[config.mk]
export PLATFORM = sky130hd
export DESIGN_NAME = sap_u_controller
export DESIGN_NICKNAME = d
export VERILOG_FILES = /design/src/rtl/sap_u_controller.sv
export SDC_FILE = /design/constraint.sdc
export NUM_CORES = 1
export LEC_CHECK = 0
export BUFFER_PORTS_ARGS = -buffer_cell sky130_fd_sc_hd__buf_2
export CAP_MARGIN = 20
export CORE_AREA = 2 2 39 41
export DETAILED_ROUTE_END_ITERATION = 8
export DIE_AREA = 0 0 41 43
export PLACE_DENSITY = 0.71
export SKIP_CTS_REPAIR_TIMING = 1
export SYNTH_ARGS = -nofsm -noshare
export SYNTH_HDL_FRONTEND = slang
export SYNTH_SLANG_ARGS = --single-unit
[constraint.sdc]
create_clock -name clk -period 2.9 [get_ports clk]
set_clock_uncertainty 0.1 [all_clocks]
set_input_delay 0.87 -clock clk [delete_from_list [all_inputs] [get_ports clk]]
set_output_delay 0.87 -clock clk [all_outputs]
set_load 0.03 [all_outputs]
[src/rtl/sap_u_controller.sv]
// sap_u_controller: SAP-U T-state sequencer and microcode decode (early retire via SAP_U_CTRL_EARLY_RETIRE_EN).
module sap_u_controller #(
  parameter int STEP_COUNT = 5,
  parameter int OPCODE_W = 4,
  localparam int SW = $clog2(STEP_COUNT)
) (
  input  logic                clk,
  input  logic                reset,
  input  logic                ram_prog_mode,
  input  logic [OPCODE_W-1:0] instr_opcode,
  output logic                reg_a_load_n,
  output logic                reg_a_bus_enable_n,
  output logic                reg_b_load_n,
  output logic                reg_b_bus_enable_n,
  output logic                alu_enable_n,
  output logic                alu_subtract,
  output logic                ram_output_enable_n,
  output logic                ram_control_signal,
  output logic                ram_load_mar_reg,
  output logic                pc_bus_enable_n,
  output logic                pc_load_n,
  output logic                pc_increment,
  output logic                instr_load_n,
  output logic                instr_bus_enable_n,
  output logic                out_load_n,
  output logic                halted,
  output logic [SW-1:0]       ctrl_step
);
  localparam logic [OPCODE_W-1:0] OP_LDA = OPCODE_W'(4'b0000);
  localparam logic [OPCODE_W-1:0] OP_ADD = OPCODE_W'(4'b0001);
  localparam logic [OPCODE_W-1:0] OP_SUB = OPCODE_W'(4'b0010);
  localparam logic [OPCODE_W-1:0] OP_STA = OPCODE_W'(4'b0100);
  localparam logic [OPCODE_W-1:0] OP_LDI = OPCODE_W'(4'b0101);
  localparam logic [OPCODE_W-1:0] OP_JMP = OPCODE_W'(4'b0110);
  localparam logic [OPCODE_W-1:0] OP_OUT = OPCODE_W'(4'b1110);
  localparam logic [OPCODE_W-1:0] OP_HLT = OPCODE_W'(4'b1111);
  logic [SW-1:0] step_q, step_d, last;
  logic          halted_q, halted_d;
  logic          act, t0, t1, t2, t3, t4;
  logic          is_lda, is_add, is_sub, is_sta, is_ldi, is_jmp, is_out, is_hlt, is_alu;
  always_comb begin
    is_lda = instr_opcode == OP_LDA;
    is_add = instr_opcode == OP_ADD;
    is_sub = instr_opcode == OP_SUB;
    is_sta = instr_opcode == OP_STA;
    is_ldi = instr_opcode == OP_LDI;
    is_jmp = instr_opcode == OP_JMP;
    is_out = instr_opcode == OP_OUT;
    is_hlt = instr_opcode == OP_HLT;
    is_alu = is_add | is_sub;
    // reset and program mode silence the decode in the same cycle they are seen
    act = !reset && ram_prog_mode && !halted_q;
    t0 = act && step_q == SW'(0);
    t1 = act && step_q == SW'(1);
    t2 = act && step_q == SW'(2);
    t3 = act && step_q == SW'(3);
    t4 = act && step_q == SW'(4);
`ifdef SAP_U_CTRL_EARLY_RETIRE_EN
    last = (is_lda | is_sta) ? SW'(3) : (is_alu | is_hlt) ? SW'(STEP_COUNT - 1) : SW'(2);
`else
    last = SW'(STEP_COUNT - 1);
`endif
    step_d = (reset || !ram_prog_mode) ? '0 :
             halted_q ? step_q :
             step_q == last ? '0 : step_q + SW'(1);
    halted_d = reset ? 1'b0 : halted_q | (t2 & is_hlt);
  end
  always_ff @(posedge clk) begin
    step_q <= step_d;
    halted_q <= halted_d;
  end
  assign pc_bus_enable_n     = !t0;
  assign ram_load_mar_reg    = !(t0 | (t2 & (is_lda | is_alu | is_sta)));
  assign ram_output_enable_n = !(t1 | (t3 & (is_lda | is_alu)));
  assign instr_load_n        = !t1;
  assign pc_increment        = t1;
  assign instr_bus_enable_n  = !(t2 & (is_lda | is_alu | is_sta | is_ldi | is_jmp));
  assign reg_a_load_n        = !((t2 & is_ldi) | (t3 & is_lda) | (t4 & is_alu));
  assign reg_b_load_n        = !(t3 & is_alu);
  assign alu_enable_n        = !(t4 & is_alu);
  assign alu_subtract        = (t3 | t4) & is_sub;
  assign reg_a_bus_enable_n  = !((t3 & is_sta) | (t2 & is_out));
  assign reg_b_bus_enable_n  = 1'b1;
  assign ram_control_signal  = t3 & is_sta;
  assign pc_load_n           = !(t2 & is_jmp);
  assign out_load_n          = !(t2 & is_out);
  assign halted              = halted_q;
  assign ctrl_step           = step_q;
endmodule

Word-level counts from Yosys, hierarchy flattened
Index checks and enable logic that the tools add are counted.
{ "op_classes": {"n_addsub": 1, "n_shift": 0, "order_cmp": 0, "bitwise_logic": 24, "n_reduce_logical": 24, "mul": 0, "eq_ne": 11, "n_div": 0, "mux": 1} }
{ "ops": {"columns": ["op", "count"], "rows": [
  ["1-bit zero test", 14],
  ["1-bit AND", 12],
  ["4-bit by 3-bit == test with 1-bit output, second input constant", 3],
  ["1-bit OR", 12],
  ["4-bit == test, second input constant", 2],
  ["1-bit logical AND", 7],
  ["3-bit by 2-bit == test with 1-bit output, second input constant", 2],
  ["4-bit by 1-bit == test with 1-bit output, second input constant", 1],
  ["4-bit by 2-bit == test with 1-bit output, second input constant", 1],
  ["4-bit zero test", 1],
  ["3-bit by 1-bit adder with 3-bit output, second input constant", 1],
  ["3-bit by 1-bit == test with 1-bit output, second input constant", 1],
  ["3-bit == test, second input constant", 1],
  ["3-bit zero test", 1],
  ["3-bit 2-to-1 mux", 1],
  ["1-bit logical OR", 1]
]} }
{ "totals": {"latchBits": 0, "out_inout_bits": 19, "rom_bits": 0, "mem_bits_rw": 0, "memories": 0, "inputBits": 7, "wordCells": 63, "regBits": 4} }

Depth between registers and ports, before layout
Gate-level depths: netlist of the first run.
{ "logic_depth": {"word_depth": 8, "depth_mapped": 5, "ltp_nobuf": 5} }

Worst setup path before layout of the first run
Ideal clock, no wire load.
{ "synth_path": {"path_type": "input -> output", "from": "input port reset", "to": "output port alu_subtract", "n_path_buf": 0, "arrival_time_ns": 2.150, "path_stages": 2, "required_time_ns": 1.930, "setup_slack_ns": -0.220, "cell_sequence": "or4b_4 nor3_1"} }
{ "synth_between": {"elab_chain_cells": 6, "word_cells_on_any_way": 7, "classes_between": "2 x bitwise; 5 x reduce/logical"} }
{ "synth_rtl": {"columns": ["item", "line", "source"], "rows": [
  ["start: declaration", "8", "input logic reset,"],
  ["1-bit zero test *", "52", "act = !reset && ram_prog_mode && !halted_q;"],
  ["1-bit logical AND * (2 in series)", "52", null],
  ["1-bit logical AND, on equally long branches", "56, 57", null],
  ["1-bit OR *", "81", "assign alu_subtract = (t3 | t4) & is_sub;"],
  ["1-bit AND *", "81", null],
  ["end: declaration", "16", "output logic alu_subtract,"]
]} }
Mark *: on every way between the ends. The rest lies on a longest branch, timed or not.

Worst setup path after layout of the first run
{ "layout_path": {"from": "input port instr_opcode[3]", "to": "output port reg_a_load_n"} }
{ "layout_between": {"elab_chain_cells": 5, "word_cells_on_any_way": 11, "classes_between": "3 x eq/ne; 6 x bitwise; 2 x reduce/logical"} }
{ "layout_rtl": {"columns": ["item", "line", "source"], "rows": [
  ["start: declaration", "10", "input logic [OPCODE_W-1:0] instr_opcode,"],
  ["4-bit by 3-bit == test with 1-bit output, or another cell as far along", "46", "is_ldi = instr_opcode == OP_LDI;"],
  ["1-bit AND / 1-bit OR (equally long branches)", "78, 50", null],
  ["1-bit OR / 1-bit AND (equally long branches)", "78", "assign reg_a_load_n = !((t2 & is_ldi) | (t3 & is_lda) | (t4 & is_alu));"],
  ["1-bit OR *", "78", null],
  ["1-bit zero test *", "78", null],
  ["end: declaration", "11", "output logic reg_a_load_n,"]
]} }
Marks and branches as above.

==> results.py, run 1 <==
metrics = {
    "clocking": {
        "clock_tree.buffer_depth": 2,
        "clock_sink_count": 4,
        "clock_pin_slew_on_the_worst_setup_and_hold_paths_ns": 0.04,
        "tritoncts_clock_tree": "yes",
        "cts_inserted_buffers": 3,
        "ctsRootBufferMaster": "clkbuf_4",
        "clock_latency_ns": 0.23,
        "htree_num_levels": 1,
    },
    "yosys": {
        "yosys_register_bits": 4,
        "synth_xor_xnor_area_share_pct": 1.75,
        "synthDominantCellAreaShare_pct": 16.0,
        "synthSimpleGateAreaFrac_pct": 47.6,
        "syn_area_um2": 502,
        "syn_avg_cell_area_um2": 7.49,
        "yosysWarnings": 0,
        "syn-num-nets": 79,
        "adder_cell_fraction_of_synth_area_pct": 12.5,
        "async_flop_share_pct": 0,
        "synth_commonest_cells": "nand2_1 (9), nor2_1 (8), a21oi_1 (5), ha_1 (5)",
        "synth_edf_count": 0,
        "yosys-mux-area-fraction_pct": 0,
        "synth_compound_gate_area_share_pct": 12.5,
        "synth_top_family_by_area": "simple AND/OR/NAND/NOR gates",
        "synth.yosys.seq_area_share_pct": 16.0,
        "ys_dominant_reg_cell": "dfxtp_1",
        "synth.largest_area_cell": "dfxtp_1",
        "post-synth-top-count-cell": "nand2_1",
        "synth_top_cells_by_area": "dfxtp_1 (16%), ha_1 (12%), nand2_1 (6.7%)",
        "yosys.cell_types.count": 30,
        "synthCells": 67,
    },
    "power_and_ir_drop": {
        "power.clock.fraction_pct": 37.1,
        "power_spent_charging_and_discharging_nets_mw": 0.0555,
        "static-leakage-power_nw": 0.315,
        "pwr-share-comb_pct": 30.3,
        "vdd_ir_drop_max_mv": 0.207,
        "p_sw_share_pct": 30.9,
        "total_power_mw": 0.180,
        "sequentialPowerShare_pct": 32.7,
        "power.density_cell_area_nw_per_um2": 253,
        "p_int_mw": 0.124,
    },
    "sta": {
        "final_setup_vio_count": 8,
        "rsz0062_at_grt": "true",
        "timing.final.ws_setup_ns": -0.173,
        "final-hold-violation-count": 0,
        "min_period_ns": 3.07,
        "finalCritPeriodShare_pct": 106,
        "drv_slew": 0,
        "fmax_ghz": 0.325,
    },
    "run_status": {
        "run_status": "finished, violations left",
        "violations": "negative setup slack",
    },
    "final_layout": {
        "design.final.nets": 107,
        "layout.cell_area.non_filler_um2": 711,
        "synthToLayoutAreaGrowth_pct": 41.6,
        "antenna_diode_count": 0,
        "drive_gt1_share_pct": 41.9,
        "sequential_cell_area_um2": 80.1,
        "multi_input_area_um2": 395,
        "fillCellCount": 150,
    },
    "grt": {
        "grt_start_max_net_pins": 12,
        "antenna_violations_before_repair": 0,
        "grt_first_pass_wirelength_mm": 1.72,
        "globalRoute.totalOverflow": 0,
        "grt.total_usage_pct": 14.3,
        "first_global_vias": 429,
    },
    "worst_setup_path": {
        "path_max_fanout": 4,
        "reg2regPathDepth": 5,
        "cp_launch_type": "input pin",
        "setup.worst_path.end_class": "output pin",
        "worst_ep_required_time_ns": 1.93,
        "crit-reg2reg-capture": "ctrl_step[1]",
        "r2r_start": "ctrl_step[0]",
        "setup.reg_to_reg.worst_slack_ns": 1.59,
        "critical_path_arrival_ns": 2.10,
        "crit_type": "in2out",
    },
    "drt": {
        "vias": 528,
        "route.detailed.vias_per_inst": 4.84,
        "antenna_violating_nets_left": 0,
        "post-route-drc-count": 0,
        "detailedRoute.firstIterationViolations": 3,
        "post_drt_wl_per_cell_um": 10.7,
        "wirelength_mm": 1.17,
        "dr.pass1.iters": 2,
    },
    "die": {
        "fp.coreArea_um2": 1380,
        "rows": 14,
        "io_pins": 26,
        "die_wd_um": 41,
        "die-height_um": 43,
        "die_area_um2": 1760,
        "start_util_pct": 36.3,
    },
    "place": {
        "portBuffers": 24,
        "hpwl_after_dpl_um": 924,
        "placed_cell_area_um2": 633,
        "gp_routability_congestion": 0.721,
    },
    "hold_path": {
        "min-delay-start": "ctrl_step[1]",
        "hold_path_end": "ctrl_step[1]",
        "hold_path.class": "reg2reg",
        "min_delay_path_depth": 2,
    },
    "job": {
        "max_cap_violations": 0,
    },
}
cells by family (layout without fill, tap and decap cells):
group,count (synthesis),after routing
AO/OA/AOI/OAI,10,10
XOR/XNOR,1,1
flip-flops,4,4
buffers and inverters,9,35
other,1,1
AND/OR/NAND/NOR,37,37
adder cells (fa/ha/maj),5,5
placed cells by master (no fill, tap or decap), drive strengths merged, types with 2 or more instances in the layout:
cell type and instances:
clkbuf 3, ha 5, and3 2, nand3 2, nor3 2, nand2b 2, a21oi 5, or4b 2
buf 27, inv 5, and2 2, nand3b 2, nand2 9, dfxtp 4, nor3b 2, nor2 8
nor4b 2
how the worst max path moves through the flow:
| stage | start | cells after the start | endpoint | slack [ns] |
|---|---|---|---|---|
| final | instr_opcode[3] | 5 | reg_a_load_n | -0.17 |
| after global routing | instr_opcode[3] | 5 | ram_output_enable_n | -0.22 |
| after CTS | reset | 5 | reg_a_load_n | -0.21 |
| after detailed placement | reset | 5 | reg_a_load_n | -0.21 |
| after global placement | reset | 5 | reg_a_load_n | -0.18 |
| after floorplan | reset | 3 | ram_control_signal | 0.01 |
routing by layer:
metal / vias to the layer above / GRT usage [%] / part of all wire, %
li1: 281 / - / -
met1: 226 / 17.6 / 46
met2: 19 / 20.6 / 47
met3: 2 / 3.66 / 5.9
met4: 0 / 10.0 / 1.0
met5: - / 0 / 0
critical path: stages:
cell      delay, ns
buf_8          0.10
or4b_4         0.56
nor4b_4        0.33
a211oi_2       0.07
buf_4          0.17
sequential cells by signal, summed over array words and instances (netlist names):
name	count
ctrl_step	3
halted	1
power by group through the flow:
stage | clock, mW | combinational (mW) | sequential, mW
6_report | 0.0667 | 0.0544 | 0.0587
3_5_place_dp | 0 | 0.0494 | 0.0596
5_1_grt | 0.0762 | 0.0595 | 0.0589
2_1_floorplan | 0 | 0.0320 | 0.0621
4_1_cts | 0.0710 | 0.0496 | 0.0587
3_3_place_gp | 0 | 0.0486 | 0.0595
layout make-up:
| class | instances | area share, % |
|---|---|---|
| Clock buffer | 3 | 3.17 |
| Tap cell | 16 | 2.82 |
| Sequential cell | 4 | 11.3 |
| Timing Repair Buffer | 27 | 24.5 |
| Inverter | 5 | 2.64 |
| Multi-Input combinational cell | 54 | 55.6 |
stage by stage:
stage	hold WS, ns	util, %	setup TNS [ns]	setup WS (ns)	instances
after global routing	0.465	51.4	-1.47	-0.222	109
after floorplan	0.523	-	0	0.0109	67
after global placement	0.404	45.8	-1.09	-0.177	104
final	0.421	51.4	-1.02	-0.173	109
after CTS	0.427	47.4	-1.27	-0.210	107
after detailed placement	0.421	45.8	-1.24	-0.208	104
Power figures use the tool's default switching activity.
==> run 2, diff against run 1 <==
ABC_AREA = 1   (was not set)
PLACE_DENSITY = 0.68   (was 0.71)
==> results.py, run 2 <==
metrics = {
    "run_status": {
        "run_status": "completed",
    },
    "die": {
        "start_util_pct": 34.0,
        "fp.coreArea_um2": 1380,
        "die_wd_um": 41,
        "rows": 14,
        "io_pins": 26,
        "die-height_um": 43,
        "die_area_um2": 1760,
    },
    "power_and_ir_drop": {
        "p_int_mw": 0.117,
        "vdd_ir_drop_max_mv": 0.263,
        "static-leakage-power_nw": 0.333,
        "power_spent_charging_and_discharging_nets_mw": 0.0530,
        "power.clock.fraction_pct": 38.0,
        "sequentialPowerShare_pct": 34.5,
        "power.density_cell_area_nw_per_um2": 272,
        "pwr-share-comb_pct": 27.5,
        "p_sw_share_pct": 31.1,
    },
    "clocking": {
        "clock_sink_count": 4,
        "cts_inserted_buffers": 3,
        "clock_pin_slew_on_the_worst_setup_and_hold_paths_ns": 0.03,
        "ctsRootBufferMaster": "clkbuf_4",
        "tritoncts_clock_tree": "yes",
        "clock_tree.buffer_depth": 2,
        "htree_num_levels": 1,
        "clock_latency_ns": 0.23,
    },
    "sta": {
        "final_setup_vio_count": 0,
        "fin_setup_tns_ns": 0,
        "finalCritPeriodShare_pct": 94.3,
        "finalHoldWorstSlack_ns": 0.392,
        "drv_slew": 0,
        "final-hold-violation-count": 0,
        "fmax_ghz": 0.366,
        "min_period_ns": 2.73,
        "rsz0062_at_grt": "false",
    },
    "worst_setup_path": {
        "critPathTopFamily": "simple AND/OR/NAND/NOR gates",
        "crit_chain": "buf_2 -> inv_1 -> nand2_2 -> nor2_2 -> nand2_2 -> nor2_1 -> nand2_1 -> buf_2",
        "critical-path-max-stage-delay_ns": 0.17,
        "cp_launch_type": "input pin",
        "path_max_fanout": 4,
        "wp_buf_inv": 3,
        "critical_path_arrival_ns": 1.76,
        "reg2regPathDepth": 5,
        "timing.critical_path.slowest_stage_cell": "nor2_2",
        "crit_type": "in2out",
        "worst_ep_required_time_ns": 1.93,
        "timing.critical_path.depth": 8,
        "setup.worst_path.end_class": "output pin",
    },
    "yosys": {
        "synth.yosys.seq_area_share_pct": 17.0,
        "syn-num-nets": 97,
        "yosys_register_bits": 4,
        "synth_compound_gate_area_share_pct": 7.45,
        "yosys.cell_types.count": 16,
        "synthCells": 85,
        "synth_top_family_by_area": "simple AND/OR/NAND/NOR gates",
        "synth_edf_count": 0,
        "synth_commonest_cells": "nand2_1 (22), inv_1 (15), nor2_1 (15), a21oi_1 (6), nand3_1 (6)",
        "adder_cell_fraction_of_synth_area_pct": 13.3,
        "syn_area_um2": 470,
        "yosysWarnings": 0,
        "synthSimpleGateAreaFrac_pct": 47.1,
        "syn_avg_cell_area_um2": 5.53,
        "yosys-mux-area-fraction_pct": 0,
        "synth.largest_area_cell": "nand2_1",
        "async_flop_share_pct": 0,
        "ys_dominant_reg_cell": "dfxtp_1",
        "synth_top_cells_by_area": "nand2_1 (18%), dfxtp_1 (17%), ha_1 (13%)",
        "synthDominantCellAreaShare_pct": 17.6,
        "synth_xor_xnor_area_share_pct": 0,
        "post-synth-top-count-cell": "nand2_1",
    },
    "final_layout": {
        "layout_common_cells": "buf_2 (24), nand2_1 (22), inv_1 (15), nor2_1 (15)",
        "number_of_flip_flops_in_the_largest_register": 3,
        "most_frequent_standard_cell_in_the_layout_excluding_fill_and_tap_cells": "buf_2",
        "drive_gt1_share_pct": 30.6,
        "design.final.nets": 125,
        "synthToLayoutAreaGrowth_pct": 33.0,
        "antenna_diode_count": 0,
    },
    "grt": {
        "antenna_violations_before_repair": 0,
        "grt.total_usage_pct": 14.6,
        "first_global_vias": 468,
        "grt_start_max_net_pins": 8,
        "grt_first_pass_wirelength_mm": 1.81,
        "globalRoute.totalOverflow": 0,
    },
    "job": {
        "max_cap_violations": 0,
    },
    "drt": {
        "antenna_violating_nets_left": 0,
        "post_drt_wl_per_cell_um": 8.98,
        "wirelength_mm": 1.14,
        "detailedRoute.firstIterationViolations": 10,
        "dr.pass1.iters": 4,
        "post-route-drc-count": 0,
        "vias": 570,
        "route.detailed.vias_per_inst": 4.49,
    },
    "hold_path": {
        "min_delay_path_depth": 2,
        "hold_path.class": "reg2reg",
    },
    "place": {
        "gp_routability_congestion": 0.816,
        "hpwl_after_dpl_um": 971,
        "portBuffers": 24,
    },
}
==> run 2: cell count changes in the layout (fill, tap and decap cells not counted), moves of 2 or more <==
cell / previous run / this run
nor3b_2: 2 / 0
nand3b_1: 2 / 0
nor2_2: 1 / 3
inv_1: 4 / 15
nand2_1: 9 / 22
nand3_1: 2 / 6
nor2_1: 7 / 15
buf_6: 3 / 0
nand2_2: 0 / 2
buf_2: 19 / 24
nand2b_1: 2 / 0
and2_1: 2 / 0
buf_4: 4 / 0
and3_1: 2 / 0
==> run 2: logic make-up (layout without fill, tap and decap cells) <==
kind of cell	count (synthesis)	count (layout)
buffers and inverters	17	43
adders and majority gates	5	5
other	1	1
and+or+nand+nor	51	51
AOI/OAI and AO/OA	7	7
DFF	4	4
==> run 2: worst min-delay path: stages (launching register included) <==
cell and delay (ns):
dfxtp_1 0.32, nand2_1 0.06, a21oi_1 0.06
==> run 2: path summary, 6_finish.rpt <==
kind	from	slack (ns)	end
setup / recovery	reset	0.17	reg_b_load_n
hold / removal	ctrl_step[2]	0.39	ctrl_step[2]
setup reg to reg	ctrl_step[0]	1.64	ctrl_step[1]
hold reg to reg	ctrl_step[2]	0.39	ctrl_step[2]
==> run 2: area by class of cell <==
type | instances | area, µm²
clock buffer | 3 | 22.5
fill | 164 | 758
inverter | 16 | 60.1
multi-input combinational | 64 | 323
sequential | 4 | 80.1
tap | 16 | 20.0
timing repair buffer | 24 | 120
==> run 2: layer usage <==
layer	vias up	share of wire, %	global-route usage, %	wire (µm)
li1	311	-	-	-
met1	236	46	20.6	522
met2	23	45	19.4	510
met3	0	9.5	4.71	108
met4	0	0	6.67	0
met5	-	0	0	0
==> run 2: power by group through the flow <==
stage	Combinational (mW)	Clock (mW)	Sequential (mW)
after floorplan	0.0304	0	0.0621
after global placement	0.0463	0	0.0595
after detailed placement	0.0468	0	0.0595
after CTS	0.0471	0.0670	0.0587
after global routing	0.0530	0.0705	0.0589
final	0.0468	0.0647	0.0587
==> run 2: metrics by stage <==
stage                     instance area (µm²)  power [mW]  setup WS [ns]  instances  utilization (%)
after floorplan                           470      0.0924         0.0819         85                -
after global placement                    603       0.106          0.187        124             43.6
after detailed placement                  603       0.106          0.160        124             43.6
after CTS                                 626       0.173          0.155        127             45.2
after global routing                      626       0.182         0.0416        127             45.2
final                                     626       0.170          0.165        127             45.2
